==> src/rtl/memshare_rqstaddr_gen.sv <==
// Read-address generator for the message-passing buffer during SCU.memShare(); latency: start -> first request 1 cycle.
// Backpressure: request held stable until rd_ready_i; optional MEMSHARE_RQSTADDR_RESTART_EN restarts a period on an overlapping start.
module memshare_rqstaddr_gen #(
    parameter int BUFF_DEPTH    = 48,
    parameter int ADDR_WIDTH    = 6,
    parameter int OPERAND_WIDTH = 3,
    parameter int RQST_NUM      = 8,
    parameter int CNT_WIDTH     = $clog2(RQST_NUM + 1)
) (
    input  logic                     sys_clk,
    input  logic                     rstn,
    input  logic                     scu_begin_i,
    input  logic [ADDR_WIDTH-1:0]    base_addr_i,
    input  logic [OPERAND_WIDTH-1:0] increment_operand_i,
    input  logic                     rd_ready_i,
    output logic                     rd_valid_o,
    output logic [ADDR_WIDTH-1:0]    rd_addr_o,
    output logic [CNT_WIDTH-1:0]     rqst_cnt_o,
    output logic                     done_o,
    output logic                     overlap_err_o
);

    typedef enum logic [1:0] {
        IDLE  = 2'd0,
        ISSUE = 2'd1,
        DONE  = 2'd2
    } state_t;

    typedef logic [ADDR_WIDTH:0] sum_t;

    localparam sum_t                 DEPTH_W  = sum_t'(BUFF_DEPTH);
    localparam logic [CNT_WIDTH-1:0] LAST_CNT = CNT_WIDTH'(RQST_NUM - 1);
    localparam logic [CNT_WIDTH-1:0] FULL_CNT = CNT_WIDTH'(RQST_NUM);

    state_t                  state, state_nxt;
    logic [ADDR_WIDTH-1:0]   addr_q, addr_nxt;
    logic [CNT_WIDTH-1:0]    cnt_q, cnt_nxt;
    logic                    valid_q, valid_nxt;
    logic                    ovl_q, ovl_nxt;
    logic                    handshake;
    logic                    start_load;
    sum_t                    sum;
    sum_t                    sum_wrap;
    logic [ADDR_WIDTH-1:0]   addr_adv;

    // One conditional subtract suffices because the operand is always below the depth.
    always_comb begin
        sum      = sum_t'(addr_q) + sum_t'(increment_operand_i);
        sum_wrap = (sum >= DEPTH_W) ? (sum - DEPTH_W) : sum;
        addr_adv = sum_wrap[ADDR_WIDTH-1:0];
    end

    assign handshake = valid_q & rd_ready_i;

    always_comb begin
        state_nxt  = state;
        addr_nxt   = addr_q;
        cnt_nxt    = cnt_q;
        valid_nxt  = valid_q;
        ovl_nxt    = ovl_q;
        start_load = 1'b0;

        case (state)
            IDLE, DONE: begin
                state_nxt = IDLE;
                if (scu_begin_i) begin
                    start_load = 1'b1;
                    addr_nxt   = base_addr_i;
                    cnt_nxt    = '0;
                    valid_nxt  = 1'b1;
                    state_nxt  = ISSUE;
                end
            end

            ISSUE: begin
`ifdef MEMSHARE_RQSTADDR_RESTART_EN
                if (scu_begin_i) begin
                    // Restart wins over any handshake in the same cycle.
                    start_load = 1'b1;
                    addr_nxt   = base_addr_i;
                    cnt_nxt    = '0;
                    valid_nxt  = 1'b1;
                end else if (handshake) begin
`else
                if (scu_begin_i) begin
                    ovl_nxt = 1'b1;
                end
                if (handshake) begin
`endif
                    if (cnt_q == LAST_CNT) begin
                        cnt_nxt   = FULL_CNT;
                        valid_nxt = 1'b0;
                        state_nxt = DONE;
                    end else begin
                        cnt_nxt  = cnt_q + CNT_WIDTH'(1);
                        addr_nxt = addr_adv;
                    end
                end
            end

            default: begin
                state_nxt = IDLE;
                valid_nxt = 1'b0;
            end
        endcase
    end

    always_ff @(posedge sys_clk) begin
        if (!rstn) begin
            state   <= IDLE;
            addr_q  <= '0;
            cnt_q   <= '0;
            valid_q <= 1'b0;
            ovl_q   <= 1'b0;
        end else begin
            state   <= state_nxt;
            addr_q  <= addr_nxt;
            cnt_q   <= cnt_nxt;
            valid_q <= valid_nxt;
            ovl_q   <= ovl_nxt;
        end
    end

    assign rd_valid_o    = valid_q;
    assign rd_addr_o     = addr_q;
    assign rqst_cnt_o    = cnt_q;
    assign done_o        = (state == DONE);
    assign overlap_err_o = ovl_q;

    // Out-of-range base is a caller error; flag it where it is loaded.
    a_base_in_range: assert property (@(posedge sys_clk) disable iff (!rstn)
        start_load |-> (sum_t'(base_addr_i) < DEPTH_W));

endmodule
==> config.mk <==
export PLATFORM = sky130hd
export DESIGN_NAME = memshare_rqstaddr_gen
export DESIGN_NICKNAME = d
export VERILOG_FILES = /design/src/rtl/memshare_rqstaddr_gen.sv
export SDC_FILE = /design/constraint.sdc
export NUM_CORES = 1
export LEC_CHECK = 0
export CORE_MARGIN = 1.5
export CORE_UTILIZATION = 43
export DETAILED_ROUTE_END_ITERATION = 7
export PLACE_DENSITY = 0.75
export SLEW_MARGIN = 10
export SYNTH_ARGS = -nofsm -noshare
export SYNTH_HDL_FRONTEND = slang
export SYNTH_SLANG_ARGS = --single-unit
==> constraint.sdc <==
create_clock -name sys_clk -period 3.34 [get_ports sys_clk]
set_clock_uncertainty 0.15 [all_clocks]
set_input_delay 0.835 -clock sys_clk [delete_from_list [all_inputs] [get_ports sys_clk]]
set_output_delay 0.835 -clock sys_clk [all_outputs]
set_load 0.02 [all_outputs]
# == Word-level counts from Yosys, hierarchy flattened ==
# Index checks and enable logic that the tools add are counted.
# classes
n_bitwise,1
n_reduce_logical,8
order_cmp,1
n_mux,17
addsub,3
eq_ne,7
# ops
operator,count
$mux W6,4
$mux W4,3
$pmux W6 S2,1
$ne A2 B2 Y1 const B,4
$pmux W4 S2,1
$add A6 B3 Y7,1
$ge A7 B6 Y1 const B,1
$reduce_and A3 Y1,2
$sub A6 B6 Y6 const B,1
$add A4 B1 Y4 const B,1
$eq A4 B3 Y1 const B,1
$mux W1,4
$mux W2,2
$pmux W2 S2,1
$reduce_and A2 Y1,2
$reduce_and A4 Y1,1
$eq A2 B1 Y1 const B,1
$eq A2 B2 Y1 const B,1
$logic_not A2 Y1,1
$pmux W1 S2,1
$reduce_bool A2 Y1,1
$reduce_or A2 Y1,1
$and A1 B1 Y1,1
# totals
wordCells,42
in_bits,13
ff_bits,14
output_inout_bits,13

# == Longest topological paths before layout ==
# depth
ltp_word,6
mapped_depth,13
depth_no_buf,13

# == Worst setup path after synthesis ==
# OpenSTA, ideal clock, no wires.
# synth_timing
kind,input -> register
start,input increment_operand_i[0]
end,register addr_q[4] (netlist: rd_addr_o[4])
setup_time_ns,0.117
t_arrival_ns,2.963
stages,13
path_slack_ns,0.109
cell_sequence,ha_1 inv_1 fa_1 nor2b_1 or2_1 nand2_1 xnor2_1 ha_1 and3b_1 o211ai_2 mux2i_1 or2_1 a32o_1
# synth_via
elab_chain_len,6
elab_cells_between_ends,7
cone_classes,add/sub (2); order compare (1); mux (4)
# synth_lines
element,line_no,text
from (decl),14,"input logic [OPERAND_WIDTH-1:0] increment_operand_i,"
$add A6 B3 Y7 (*),48,sum = sum_t'(addr_q) + sum_t'(increment_operand_i);
$sub A6 B6 Y6 or $ge A7 B6 Y1 (tied branches),49,sum_wrap = (sum >= DEPTH_W) ? (sum - DEPTH_W) : sum;
$mux W6 (*),49,
$mux W6 (*),90,if (cnt_q == LAST_CNT) begin
$mux W6 (*),88,if (handshake) begin
$pmux W6 S2 (*),63,case (state)
to (signal assigned),117,addr_q <= addr_nxt;
to (decl),36,"logic [ADDR_WIDTH-1:0] addr_q, addr_nxt;"
# Every way passes the cells marked *; elsewhere a longest branch is shown, timed or not. The select of a mux whose other input is x is not followed.
# A chain may end at the register's enable or synchronous reset.

# == Worst setup path in the final report ==
# Ends and elaborated chain as after synthesis.

==> summary.md <==
| Metric | Value |
|---|---|
| Status | `complete, no violations` |
| Worst EP arrival | `3.17 ns` |
| Register area share after synthesis | `27.5%` |
| CTS max path bufs | `2` |
| Drt pass-1 iters | `4` |
| Share of synthesized registers carrying an async set or reset | `0%` |
| Tightest Pin Transition | `0.447 ns` |
| Final GP Congestion | `0.937` |
| Psw | `181 uW` |
| Max IR drop VDD | `0.221 mV` |
| GRT overflow | `0` |
| Layout cells sized above 1 | `26.6%` |
| Crit Path Max Fanout | `3` |
| WL final | `3.00 mm` |
| Number of synthesized flops with an enable pin | `0` |
| Max_cap viols | `0` |
| Initial DRC count | `23` |
| Clock share of power | `23.6%` |
| Post-synthesis area per instance | `8.30 um2` |
| Final setup violation count | `0` |
| Internal Power | `357 uW` |
| #FFs+latches synth | `14` |
| Num rows | `17` |
| Synth Net Count | `142` |
| Storage cell area | `280 um2` |
| Hold buffer count at CTS | `0` |
| Startpoint types | `input pin` |
| Critical path type | `in2reg` |
| Area of the multi-input gates | `741 um2` |
| Utilization after layout | `68.0%` |
| Final slew viol count | `0` |
| CP max stage cell | `fa_2` |
| Largest net degree at the start of global routing | `13` |
| Chip Height | `51.7 um` |
| Post-synthesis cell area | `1020 um2` |
| Pwr Total | `538 uW` |
| Hold Slack | `0.342 ns` |
| Sequential fraction of design power | `36.2%` |
| N_diodes | `0` |
| Unique masters post-synth | `46` |
| Post-route setup slack | `0.204 ns` |
| Initial antenna violation count | `0` |
| Fmax | `319 MHz` |
| Final ANT Viol Nets | `0` |
| Final hold vios | `0` |
| Routed len/inst | `15.2 um` |
| Unrepaired setup endpoints after global routing | `no` |
| Synth Flop Type | `dfxtp_1` |
| Clock latency on the worst-skew pair | `0.28 ns` |
| Starting density of the core | `45.7%` |
| Vias | `1112` |
| Post-Syn Instances | `123` |
| Leakage power | `0.000657 uW` |
| Cell mode on critical path | `ha_2` |
| Period minus WS final | `3.14 ns` |
| DRC errors left | `0` |
| Hold Path Class | `reg2reg` |
| Final #Nets | `189` |
| Reg clk slew, reported paths | `0.09 ns` |
| Pre-CTS setup slack | `-0.429 ns` |
| Syn. warnings | `0` |
| Clock sink count | `14` |
| Crit share post-route | `93.9%` |
| Switching Fraction | `33.6%` |
| Port buffer count | `25` |
| Synthesis-to-finish area growth | `48.8%` |
| Met1 usage | `26.8%` |
| Critical Path Sink Type | `flip-flop` |
| Rel. slew slack | `70.2%` |
| Hpwl dp | `2.00 mm` |
| Gr busiest metal | `met2` |
| Clock buffers created by TritonCTS | `3` |
| Biggest cell delay along the critical path | `0.39 ns` |
| Die Area | `2680 um2` |
| Logic pwr share | `40.2%` |
| Root Buffer | `clkbuf_4` |
| Fill count | `196` |
| Htree depth | `1` |
| Core box area | `2230 um2` |
| Via/cell ratio | `5.64` |
| M2 GR Usage | `45.1%` |
| CP Cell Sequence | `clkbuf_2 > ha_2 > inv_2 > fa_2 > nor2b_2 > or2_1 > nand2_1 > xnor2_1 > ha_2 > and3b_2 > nand4b_1 > nand3b_1 > o2111ai_2 > a32o_1` |
| Power per cell area | `354 nW/um2` |
| CTS tree | `yes` |
| Global-route wire length before repair | `4.79 mm` |
| Total track usage | `23.7%` |
| Met3 usage | `2.01%` |
| # IOs | `26` |
| Die width | `51.7 um` |
| Vias in the first global route | `1099` |
| Crit path required time | `3.37 ns` |
per-layer routing:
metal | vias up | wire [um]
li1 | 546 | -
met1 | 511 | 1260
met2 | 45 | 1520
met3 | 10 | 118
met4 | 0 | 107
met5 | - | 0
metrics by stage:
stage | TNS [ns] | instances | instance area, um2
5_1_grt | 0 | 197 | 1520
3_5_place_dp | -0.838 | 183 | 1360
6_report | 0 | 197 | 1520
3_3_place_gp | -0.640 | 183 | 1360
2_1_floorplan | 0 | 123 | 1020
4_1_cts | 0 | 196 | 1470
flip-flops by register name (all words and copies together), names as in the netlist:
signal	cells
rd_addr_o	6
state	2
overlap_err_o	1
rqst_cnt_o	4
rd_valid_o	1
synthesized netlist by cell type, drive strengths merged, types with 2 or more instances:
cell type	n	area (um2)
or2	2	12.5
a21oi	9	45.0
a22o	2	18.8
buf	2	18.8
nand3b	2	15.0
and3b	2	17.5
clkbuf	2	7.51
a211oi	3	27.5
nand2b	2	12.5
nand3	7	35.0
ha	5	62.6
xor2	2	17.5
dfxtp	14	280
nor2	12	47.6
inv	6	22.5
and2b	3	22.5
nor3	3	15.0
mux2i	3	30.0
a21o	2	15.0
a31oi	2	12.5
a32oi	2	17.5
nand2	12	52.6
xnor2	2	17.5
o21ai	6	41.3
logic make-up after synthesis:
group	count (synthesis)	synth area share, %
simple gates	49	25.4
xor+xnor	4	3.43
flops	14	27.5
compound gates	37	27.9
mux	3	2.94
buf+inv	10	4.78
fa+ha+maj	6	8.09
layout by cell type (no fill, tap or decap), types with 2 or more instances in the layout:
master | netlist | layout
mux2i_1 | 3 | 3
a32oi_1 | 2 | 2
nand2b_1 | 2 | 2
ha_2 | 0 | 2
nand3_1 | 7 | 7
and2b_1 | 3 | 3
nand2_1 | 11 | 11
o21ai_0 | 5 | 5
nor3_1 | 3 | 3
nor2_1 | 11 | 11
buf_4 | 1 | 21
nand3b_1 | 2 | 2
a21o_1 | 2 | 2
clkbuf_4 | 0 | 3
a21oi_1 | 9 | 9
ha_1 | 5 | 2
a31oi_1 | 2 | 2
inv_2 | 0 | 2
a211oi_1 | 2 | 2
clkdlybuf4s50_1 | 0 | 22
dfxtp_1 | 14 | 14
inv_1 | 6 | 4
xor2_1 | 2 | 2
or2_1 | 2 | 2
power groups by stage:
stage / registers [uW] / logic [uW] / clock network [uW]
4_1_cts: 193 / 200 / 131
6_report: 195 / 216 / 127
3_3_place_gp: 196 / 183 / 0
2_1_floorplan: 203 / 99.7 / 0
5_1_grt: 196 / 234 / 137
3_5_place_dp: 197 / 185 / 0
final timing paths:
check,startpoint,endpoint,slack (ns),depth (start not counted)
worst max-delay path,increment_operand_i[0],rd_addr_o[4],0.20,14
worst min-delay path,overlap_err_o,overlap_err_o,0.34,2
worst max register to register,rd_addr_o[0],rd_addr_o[4],0.43,13
worst min register to register,overlap_err_o,overlap_err_o,0.34,2
critical path, delay by kind of cell:
family          cells  cell delay, ns
compound gates      2            0.39
xor+xnor            1            0.18
fa+ha+maj           3            0.76
buf+inv             2            0.13
simple gates        6            0.87
cell type report:
class	count	area share (%)
Clock buffer	4	2.39
Inverter	6	1.48
Multi-Input combinational cell	99	48.8
Sequential cell	14	18.5
Tap cell	28	2.31
Timing Repair Buffer	46	26.6
repair_timing:
item,CTS,global route
resized for setup,8,8
pin swaps,5,6
setup endpoints to repair,2,2
buffers inserted,9,1
Power figures use the tool's default switching activity.
